[config.mk]
export PLATFORM = sky130hd
export DESIGN_NAME = fetch_ctrl
export DESIGN_NICKNAME = d
export VERILOG_FILES = /design/src/rtl/fetch_ctrl.sv
export SDC_FILE = /design/constraint.sdc
export NUM_CORES = 1
export LEC_CHECK = 0
export ABC_AREA = 1
export CORE_MARGIN = 10
export CORE_UTILIZATION = 52
export DETAILED_ROUTE_END_ITERATION = 10
export PLACE_DENSITY_LB_ADDON = 0.25
export SYNTH_ARGS = -nofsm -noshare
export SYNTH_HDL_FRONTEND = slang
export SYNTH_SLANG_ARGS = --single-unit
export TNS_END_PERCENT = 5
[constraint.sdc]
create_clock -name clk -period 6.3 [get_ports clk]
set_clock_uncertainty 0.15 [all_clocks]
set_input_delay 1.89 -clock clk [delete_from_list [all_inputs] [get_ports clk]]
set_output_delay 1.89 -clock clk [all_outputs]
set_load 0.02 [all_outputs]
[src/rtl/fetch_ctrl.sv]
// rtl/fetch_ctrl.sv - instruction-fetch sequencer: PC, valid/ack memory port, output register, redirects
module fetch_ctrl #(
  parameter int               WIDTH    = 32,
  parameter logic [WIDTH-1:0] RESET_PC = '0
) (
  input  logic             clk,
  input  logic             rst,
  output logic             imem_req,
  output logic [WIDTH-1:0] imem_addr,
  input  logic             imem_ack,
  input  logic [WIDTH-1:0] imem_rdata,
  input  logic [1:0]       PCsrc,
  input  logic [WIDTH-1:0] branch_pc,
  input  logic [WIDTH-1:0] ImmOp,
  input  logic [WIDTH-1:0] RegIn,
  input  logic             stall,
  output logic [WIDTH-1:0] instr,
  output logic [WIDTH-1:0] instr_pc,
  output logic             instr_valid,
  output logic [WIDTH-1:0] PC,
  output logic             misaligned
);

  typedef enum logic [1:0] {IDLE, REQ, DRAIN, HALT} state_t;

  state_t           state_q;
  logic [WIDTH-1:0] pc_q;
  logic [WIDTH-1:0] instr_q;
  logic [WIDTH-1:0] instr_pc_q;
  logic [WIDTH-1:0] tgt_q;
  logic             instr_valid_q;
  logic             kill_q;
  logic             misaligned_q;

  logic             redirect;
  logic [WIDTH-1:0] jalr_sum;
  logic [WIDTH-1:0] target;
  logic [WIDTH-1:0] jump_addr;
  logic             jump_bad;
  state_t           jump_state;

  // Redirect decode; a live redirect beats a held one, otherwise REQ replays the held target
  always_comb begin
    redirect   = (PCsrc == 2'b01) || (PCsrc == 2'b10);
    jalr_sum   = RegIn + ImmOp;
    target     = (PCsrc == 2'b10) ? {jalr_sum[WIDTH-1:1], 1'b0} : (branch_pc + ImmOp);
    jump_addr  = (state_q == REQ && !redirect) ? tgt_q : target;
    jump_bad   = jump_addr[1];
    jump_state = jump_bad ? HALT : REQ;
  end

  // Request is issued in REQ, and in DRAIN whenever the held instruction is consumed without a flush
  always_comb begin
    imem_req = 1'b0;
    case (state_q)
      REQ:     imem_req = 1'b1;
      DRAIN:   imem_req = !stall && !redirect;
      default: imem_req = 1'b0;
    endcase
  end

  // Fetch sequencer: PC, held redirect, output register and sticky misalignment flag
  always_ff @(posedge clk or posedge rst) begin
    if (rst) begin
      state_q       <= IDLE;
      pc_q          <= RESET_PC;
      instr_q       <= '0;
      instr_pc_q    <= '0;
      instr_valid_q <= 1'b0;
      kill_q        <= 1'b0;
      tgt_q         <= '0;
      misaligned_q  <= 1'b0;
    end else begin
      case (state_q)
        IDLE: begin
          state_q <= REQ;
          if (redirect) begin
            pc_q         <= jump_addr;
            state_q      <= jump_state;
            misaligned_q <= misaligned_q | jump_bad;
          end
        end
        REQ: begin
          if (imem_ack) begin
            if (redirect || kill_q) begin
              pc_q         <= jump_addr;
              kill_q       <= 1'b0;
              state_q      <= jump_state;
              misaligned_q <= misaligned_q | jump_bad;
            end else begin
              instr_q       <= imem_rdata;
              instr_pc_q    <= pc_q;
              instr_valid_q <= 1'b1;
              pc_q          <= pc_q + WIDTH'(4);
              state_q       <= DRAIN;
            end
          end else if (redirect) begin
            kill_q <= 1'b1;
            tgt_q  <= target;
          end
        end
        DRAIN: begin
          if (redirect) begin
            instr_valid_q <= 1'b0;
            pc_q          <= jump_addr;
            state_q       <= jump_state;
            misaligned_q  <= misaligned_q | jump_bad;
          end else if (!stall) begin
            if (imem_ack) begin
              instr_q    <= imem_rdata;
              instr_pc_q <= pc_q;
              pc_q       <= pc_q + WIDTH'(4);
            end else begin
              instr_valid_q <= 1'b0;
              state_q       <= REQ;
            end
          end
        end
        default: begin
        end
      endcase
    end
  end

  assign imem_addr   = pc_q;
  assign PC          = pc_q;
  assign instr       = instr_q;
  assign instr_pc    = instr_pc_q;
  assign instr_valid = instr_valid_q;
  assign misaligned  = misaligned_q;

endmodule

==> results.cfg, run 1 <==
[detailed_routing]
drt_iter0_markers = 1061
first_pass_iters = 6
drc = 0
avgRoutedWirePerCell_um = 17.3
ant_nets = 0
wirelength_mm = 40.0
vias_per_cell = 5.37
vias = 12434

[finish]
nets = 2222
fill_cells = 2003
antenna_cells = 0
drive_gt1_share_pct = 7.04
syn2layout_area_growth_pct = 27.3
multiInputGateArea_um2 = 6910
fin_util_pct = 66.7
final_area_um2 = 15000
regArea_um2 = 3330

[grt]
antenna_found_initial = 0
grt_max_degree = 101
grt_overflow = 0
grtUsageTotal_pct = 26.9
grt_pass1_vias = 11837
grt_pass1_wl_mm = 62.6

[worst_setup_path]
critPathLaunchType = input pin
slowest_delay_ns = 0.62
crit_top_cell = clkdlybuf4s50_1
worstPathCellList = clkdlybuf4s50_1 > inv_1 > ha_1 > inv_2 > nor2_1 > nand2_1 > a21oi_1 > clkdlybuf4s50_1
critical_path_class = in2out
critical-path-slowest-cell = clkdlybuf4s50_1
critical_path_arrival_ns = 3.77
critPathMaxFanout = 3
ff2ff_setup_slack_ns = 3.12
cp-end-kind = output port
required_ns = 4.26

[timing]
hold_viol_final = 0
setup_viol = 0
rsz0062_at_grt = no
worst_pin_slew_ns = 1.06
holdWs_ns = 0.324
fin_crit_sh_pct = 92.2
timing.fmax_mhz = 172
period_minus_slack_ns = 5.81
tns_ns = 0
slew_headroom_pct = 29.5
slew_violations = 0

[cts]
root_buffer = clkbuf_16
cts_resized = 0
htreeDepth = 4
clkSinkCount = 133
postCtsHoldBufs = 0
insertion_delay_ns = 0.43
cts_max_path_buffers = 2
postCtsSetupBuffers = 0
clkTransAtPathRegs_ns = 0.05
cts_tree = built
cts_buffers = 17

[outcome]
outcome = finished clean

[floorplanning]
core_um2 = 22500
ios = 265
start_util_pct = 52.4
fp.dieH_um = 171
die_w_um = 171
dieArea_um2 = 29100
num_rows = 55

[power]
power_uw = 6650
power_frac_comb_pct = 58.9
switching_power_uw = 3040
power_leakage_uw = 0.00782
p_int_uw = 3620
switching_share_pct = 45.6
pwr-share-clk_pct = 15.6
pwr-share-seq_pct = 25.5
max-vdd-ir-drop_mv = 0.305
power_density_nw_per_um2 = 443

[place]
dp_hpwl_mm = 32.5
port-buffer-count = 264
place_congestion = 0.973
placed_cell_area_um2 = 14400

[job]
cap_violations = 0

[yosys]
synth_common_cells = 549 x nand2_1, 281 x inv_1, 156 x nor2_1
synth_top_flop_cell = dfrtp_1
synth_area_leader_cell = dfrtp_1
synth_edf_count = 0
synth-seq-cells = 133
synth.area.top_cells = dfrtp_1 28%, nand2_1 17%, inv_1 8.9%, ha_1 7.1%, nand3_1 5.5%
synth_warnings = 0
yosysMostFrequentCell = nand2_1
syn-num-nets = 2004
ys_seq_area_share_pct = 28.2
yosysTopAreaCellShare_pct = 28.2
ys_types = 54
netlist_area_um2 = 11800
async_reset_ff_share_pct = 100
syn_area_per_cell_um2 = 6.54
synthCells = 1801

[worst_hold_path]
hp-class = reg2reg
[layout make-up]
| cell class | instances | area share [%] |
|---|---|---|
| Inverter | 293 | 7.36 |
| Clock inverter | 12 | 1.19 |
| Multi-Input combinational cell | 1304 | 46.0 |
| Sequential cell | 133 | 22.2 |
| Clock buffer | 19 | 2.88 |
| Timing Repair Buffer | 270 | 18.0 |
| Tap cell | 285 | 2.38 |
[state kept, by name, indices dropped and copies added, names as in the netlist]
name / cells
PC: 32
state_q: 2
kill_q: 1
instr_pc: 32
tgt_q: 32
misaligned: 1
instr: 32
instr_valid: 1
[cells by family after synthesis]
kind of cell               Yosys count  synth area share, %
and+or+nand+nor                    922                 33.2
adders and majority gates           69                 7.45
DFF                                133                 28.2
xor gates and xnor gates             7                0.520
buffers and inverters              364                 13.2
muxes                               40                 5.01
AOI/OAI and AO/OA                  266                 12.4
[worst max-delay path: cells and delay by family]
family                     cells  cell delay, ns
buffers and inverters          4            1.17
AOI/OAI and AO/OA              1            0.13
and+or+nand+nor                2            0.29
adders and majority gates      1            0.30
[per-stage QoR]
step           instances  worst slack (ns)
3_5_place_dp        2285             0.476
5_1_grt             2316             0.390
3_3_place_gp        2285             0.505
4_1_cts             2316             0.475
6_report            2316             0.494
2_1_floorplan       1801             0.706
[worst paths after layout]
check,start,end,cells after the start
min in group asynchronous,rst,instr[4]$_DFFE_PP0P_,2
setup reg to reg,state_q[1]$_DFFE_PP0P_,PC[2]$_DFFE_PP0P_,12
hold reg to reg,tgt_q[11]$_DFFE_PP0P_,tgt_q[11]$_DFFE_PP0P_,2
max in group asynchronous,rst,PC[21]$_DFFE_PP0P_,3
hold / removal,tgt_q[11]$_DFFE_PP0P_,tgt_q[11]$_DFFE_PP0P_,2
setup / recovery,PCsrc[0],imem_req,8
[power by group through the flow]
stage          logic (uW)  registers [uW]  clock network, uW
2_1_floorplan        2220            1970                  0
3_3_place_gp         3800            1660                  0
3_5_place_dp         3890            1700                  0
4_1_cts              3910            1690               1050
5_1_grt              4260            1750               1090
6_report             3920            1700               1040
[cells in the final DEF, fill, tap and decap left out, types with 4 or more instances in the layout]
cell type and n:
o21ai_0 112, mux2_4 38, nand2_1 549, o21bai_1 7
inv_2 12, inv_1 280, nand3_2 5, a22oi_1 4
o21ai_1 8, a21oi_1 93, nand4_1 6, clkbuf_16 17
nand2_2 5, nor2_1 156, nand3_1 130, bufinv_16 4
clkdlybuf4s50_1 264, dfrtp_1 133, o211ai_1 5, ha_1 67
a31oi_1 19, buf_4 5, or2_2 20, nor3_1 19
xor2_1 4, nand3b_1 5, nor2_2 11
[per-layer routing]
| layer | GRT usage [%] | vias to the layer above | wire (um) |
|---|---|---|---|
| met1 | 33.9 | 5695 | 17200 |
| met3 | 4.70 | 65 | 3030 |
| met2 | 45.7 | 525 | 18900 |
| met4 | 8.73 | 0 | 911 |
| li1 | - | 6149 | - |
| met5 | 0 | - | 0 |
Power figures use the tool's default switching activity.
==> run 2, diff against run 1 <==
--- a/config.mk
+++ b/config.mk
@@ -7,9 +7,12 @@
 export LEC_CHECK = 0
 export ABC_AREA = 1
 export CORE_MARGIN = 10
-export CORE_UTILIZATION = 52
+export CORE_UTILIZATION = 54
 export DETAILED_ROUTE_END_ITERATION = 10
+export DONT_BUFFER_PORTS = 1
+export HOLD_SLACK_MARGIN = 0.03
 export PLACE_DENSITY_LB_ADDON = 0.25
+export SETUP_SLACK_MARGIN = 0.05
 export SYNTH_ARGS = -nofsm -noshare
 export SYNTH_HDL_FRONTEND = slang
 export SYNTH_SLANG_ARGS = --single-unit
==> results.cfg, run 2 (synthesis results as in run 1) <==
[floorplanning]
dieArea_um2 = 28100
ios = 265
fp.dieH_um = 168
num_rows = 53
start_util_pct = 55.5
die_w_um = 168
core_um2 = 21200

[worst_setup_path]
ff2ff_setup_slack_ns = 2.93
r2r_start = state_q[1]$_DFFE_PP0P_
worstRegToRegCells = 11
critPathLaunchType = input pin
r2r_end = PC[20]$_DFFE_PP0P_
critPathMaxFanout = 8
cp-end-kind = output port
critical_path_class = in2out
critical_path_arrival_ns = 3.09
required_ns = 4.26

[grt]
grtUsageTotal_pct = 24.7
grt_max_degree = 98
antenna_found_initial = 0
grt_pass1_vias = 10583
grt_overflow = 0
grt_pass1_wl_mm = 57.0

[timing]
worst_pin_slew_ns = 1.08
slew_headroom_pct = 27.7
timing.fmax_mhz = 195
rsz0062_at_grt = no
tns_ns = 0
setup_viol = 0
slew_violations = 0
hold_viol_final = 0
period_minus_slack_ns = 5.13
fin_crit_sh_pct = 81.4

[cts]
clkSinkCount = 133
clkTransAtPathRegs_ns = 0.06
root_buffer = clkbuf_16
cts_buffers = 17
postCtsSetupBuffers = 0
htreeDepth = 4
postCtsHoldBufs = 0
cts_max_path_buffers = 2
cts_resized = 0
cts_tree = built
insertion_delay_ns = 0.43

[finish]
final_cells = 2041
nets = 1956
mostFrequentLayoutCell = nand2_1
antenna_cells = 0
layout_common_cells = 549 x nand2_1, 280 x inv_1, 156 x nor2_1
drive_gt1_share_pct = 8.15
syn2layout_area_growth_pct = 4.83

[worst_hold_path]
hp-class = reg2reg
min_to = tgt_q[17]$_DFFE_PP0P_
min_from = tgt_q[17]$_DFFE_PP0P_
hold_depth = 2

[place]
port-buffer-count = 0
place_congestion = 0.977
dp_cells = 2009
dp_hpwl_mm = 28.6

[power]
power_frac_comb_pct = 41.4
pwr-share-clk_pct = 18.4
max-vdd-ir-drop_mv = 0.245
power_density_nw_per_um2 = 462
switching_power_uw = 2910
power_uw = 5710
pwr-share-seq_pct = 40.2
power_leakage_uw = 0.00680
p_int_uw = 2800
switching_share_pct = 50.9

[detailed_routing]
wirelength_mm = 35.7
avgRoutedWirePerCell_um = 17.5
first_pass_iters = 6
vias_per_cell = 5.51
vias = 11242
drc = 0
drt_iter0_markers = 1016
ant_nets = 0

[outcome]
outcome = finished clean

[job]
cap_violations = 0
## run 2: critical path, stage by stage
cell     delay [ns]
inv_1          0.02
ha_1           0.42
inv_2          0.07
nor2_1         0.22
nand2_1        0.08
a21oi_1        0.38
## run 2: worst max-delay path by stage
stage	endpoint	slack, ns	from	depth (start not counted)
after floorplan	PC[0]$_DFFE_PP0P_	0.71	rst	1
after global placement	imem_req	1.19	PCsrc[0]	6
after detailed placement	imem_req	1.17	PCsrc[0]	6
after CTS	imem_req	1.16	PCsrc[0]	6
after global routing	imem_req	1.07	PCsrc[0]	6
final	imem_req	1.17	PCsrc[0]	6
## run 2: through the flow
| stage | cell area, um^2 | utilization (%) | worst slack (ns) | hold slack, ns |
|---|---|---|---|---|
| final | 12400 | 58.2 | 1.17 | 0.326 |
| after global routing | 12400 | 58.2 | 1.07 | 0.352 |
| after CTS | 12400 | 58.2 | 1.16 | 0.331 |
| after detailed placement | 11700 | 55.3 | 1.17 | 0.316 |
| after global placement | 11700 | 55.3 | 1.19 | 0.307 |
| after floorplan | 11800 | - | 0.706 | 0.293 |
## run 2: layout make-up
type,count,area (um^2)
inverters,293,1100
multi-input cells,1304,6910
repair buffers,4,42.5
clock buffers,17,425
well taps,275,344
clock inverters,15,204
fillers,2036,8860
flip-flops and latches,133,3330
## run 2: power by group through the flow
stage	combinational, uW	clock, uW	sequential (uW)
final	2360	1050	2300
after global routing	2670	1110	2370
after CTS	2350	1060	2310
after detailed placement	2330	0	2330
after global placement	2280	0	2310
after floorplan	2220	0	1970
## run 2: routing by layer
metal	GRT usage [%]	up-vias	wire length (um)
met5	0	-	0
li1	-	5615	-
met2	39.9	476	16400
met4	5.72	0	463
met3	6.65	35	3190
met1	32.2	5116	15600
==> run 3, diff against run 2 <==
==> constraint.sdc (replaced) <==
create_clock -name clk -period 5.2 [get_ports clk]
set_clock_uncertainty 0.15 [all_clocks]
set_input_delay 1.56 -clock clk [delete_from_list [all_inputs] [get_ports clk]]
set_output_delay 1.56 -clock clk [all_outputs]
set_load 0.02 [all_outputs]
==> results.cfg, run 3 (synthesis results as in run 1) <==
[detailed_routing]
wirelength_mm = 35.5
met2WireLength_mm = 16.6
topRoutingLayerUsed = met4
drt_iter0_markers = 937
avgRoutedWirePerCell_um = 17.4
first_pass_iters = 7
ant_nets = 0
vias = 11176
vias_per_cell = 5.47
drc = 0
dr_wl_met3_mm = 3.06
drt-met1-wl_mm = 15.4

[power]
power_frac_comb_pct = 41.9
power_density_nw_per_um2 = 553
switching_power_uw = 3490
pwr-share-clk_pct = 17.4
power_leakage_uw = 0.00679
power_uw = 6830
switching_share_pct = 51.1
p_int_uw = 3340
max-vdd-ir-drop_mv = 0.300
pwr-share-seq_pct = 40.6

[cts]
postCtsSetupBuffers = 0
cts_resized = 0
postCtsHoldBufs = 0
cts_max_path_buffers = 2
root_buffer = clkbuf_16
insertion_delay_ns = 0.42
htreeDepth = 4
cts_buffers = 17
clkSinkCount = 133
clkTransAtPathRegs_ns = 0.06
cts_tree = built

[grt]
grt_pass1_wl_mm = 56.2
grt_pass1_vias = 10562
grt_max_degree = 93
grtUsageTotal_pct = 24.2
antenna_found_initial = 0
grt_overflow = 0

[worst_hold_path]
min_from = tgt_q[11]$_DFFE_PP0P_
hp-class = reg2reg
min_to = tgt_q[11]$_DFFE_PP0P_
hold_depth = 2

[timing]
slew_headroom_pct = 38.6
rsz0062_at_grt = no
period_minus_slack_ns = 4.48
tns_ns = 0
hold_viol_final = 0
timing.fmax_mhz = 223
slew_violations = 0
fin_crit_sh_pct = 86.1
setup_viol = 0
worst_pin_slew_ns = 0.918

[floorplanning]
core_um2 = 21200
start_util_pct = 55.5
die_w_um = 168
num_rows = 53
fp.dieH_um = 168
dieArea_um2 = 28100
ios = 265

[finish]
layout_common_cells = 549 x nand2_1, 280 x inv_1, 156 x nor2_1
fin_util_pct = 58.1
drive_gt1_share_pct = 8.26
final_area_um2 = 12300
nets = 1958
antenna_cells = 0
syn2layout_area_growth_pct = 4.69
mostFrequentLayoutCell = nand2_1

[worst_setup_path]
cp-end-kind = output port
r2r_start = state_q[1]$_DFFE_PP0P_
critPathMaxFanout = 8
r2r_end = PC[22]$_DFFE_PP0P_
required_ns = 3.49
worstRegToRegCells = 12
critical_path_class = in2out
critical_path_arrival_ns = 2.77
critPathLaunchType = input pin
ff2ff_setup_slack_ns = 2.05

[outcome]
outcome = finished clean

[place]
port-buffer-count = 0
placed_cell_area_um2 = 11800
place_congestion = 0.965
dp_hpwl_mm = 28.6

[job]
cap_violations = 0
[run 3: power by group through the flow]
stage | sequential [uW] | clock, uW | combinational (uW)
3_5_place_dp | 2810 | 0 | 2820
2_1_floorplan | 2390 | 0 | 2690
4_1_cts | 2790 | 1200 | 2850
3_3_place_gp | 2790 | 0 | 2750
5_1_grt | 2870 | 1260 | 3230
6_report | 2780 | 1190 | 2860
[run 3: critical path, stage by stage]
cell and delay [ns]:
inv_1 0.02, ha_1 0.42, inv_2 0.08, nor2_1 0.21
nand2_1 0.08, a21oi_1 0.39
[run 3: layer usage]
| layer | global-route usage, % | vias up |
|---|---|---|
| met5 | 0 | - |
| met4 | 5.07 | 0 |
| met3 | 5.85 | 33 |
| met2 | 40.3 | 452 |
| met1 | 31.1 | 5067 |
| li1 | - | 5624 |
[run 3: stage by stage]
step                instances  hold slack, ns  worst slack, ns
floorplan                1801           0.293            0.850
global placement         2011           0.307            0.751
detailed placement       2011           0.317            0.724
CTS                      2043           0.332            0.716
global route             2043           0.363            0.602
finish                   2043           0.328            0.724
[run 3: how the worst max path moves through the flow]
| stage | startpoint | endpoint | slack (ns) | depth (start not counted) |
|---|---|---|---|---|
| 2_1_floorplan | PCsrc[0] | imem_req | 0.85 | 6 |
| 3_3_place_gp | PCsrc[0] | imem_req | 0.75 | 6 |
| 3_5_place_dp | PCsrc[0] | imem_req | 0.72 | 6 |
| 4_1_cts | PCsrc[0] | imem_req | 0.72 | 6 |
| 5_1_grt | PCsrc[0] | imem_req | 0.60 | 6 |
| 6_report | PCsrc[0] | imem_req | 0.72 | 6 |
[run 3: final cells by class]
| class | instances | area, um^2 |
|---|---|---|
| inverter | 293 | 1100 |
| timing repair buffer | 6 | 70.1 |
| sequential | 133 | 3330 |
| clock inverter | 15 | 161 |
| fill | 2110 | 8880 |
| tap | 275 | 344 |
| clock buffer | 17 | 425 |
| multi-input combinational | 1304 | 6910 |
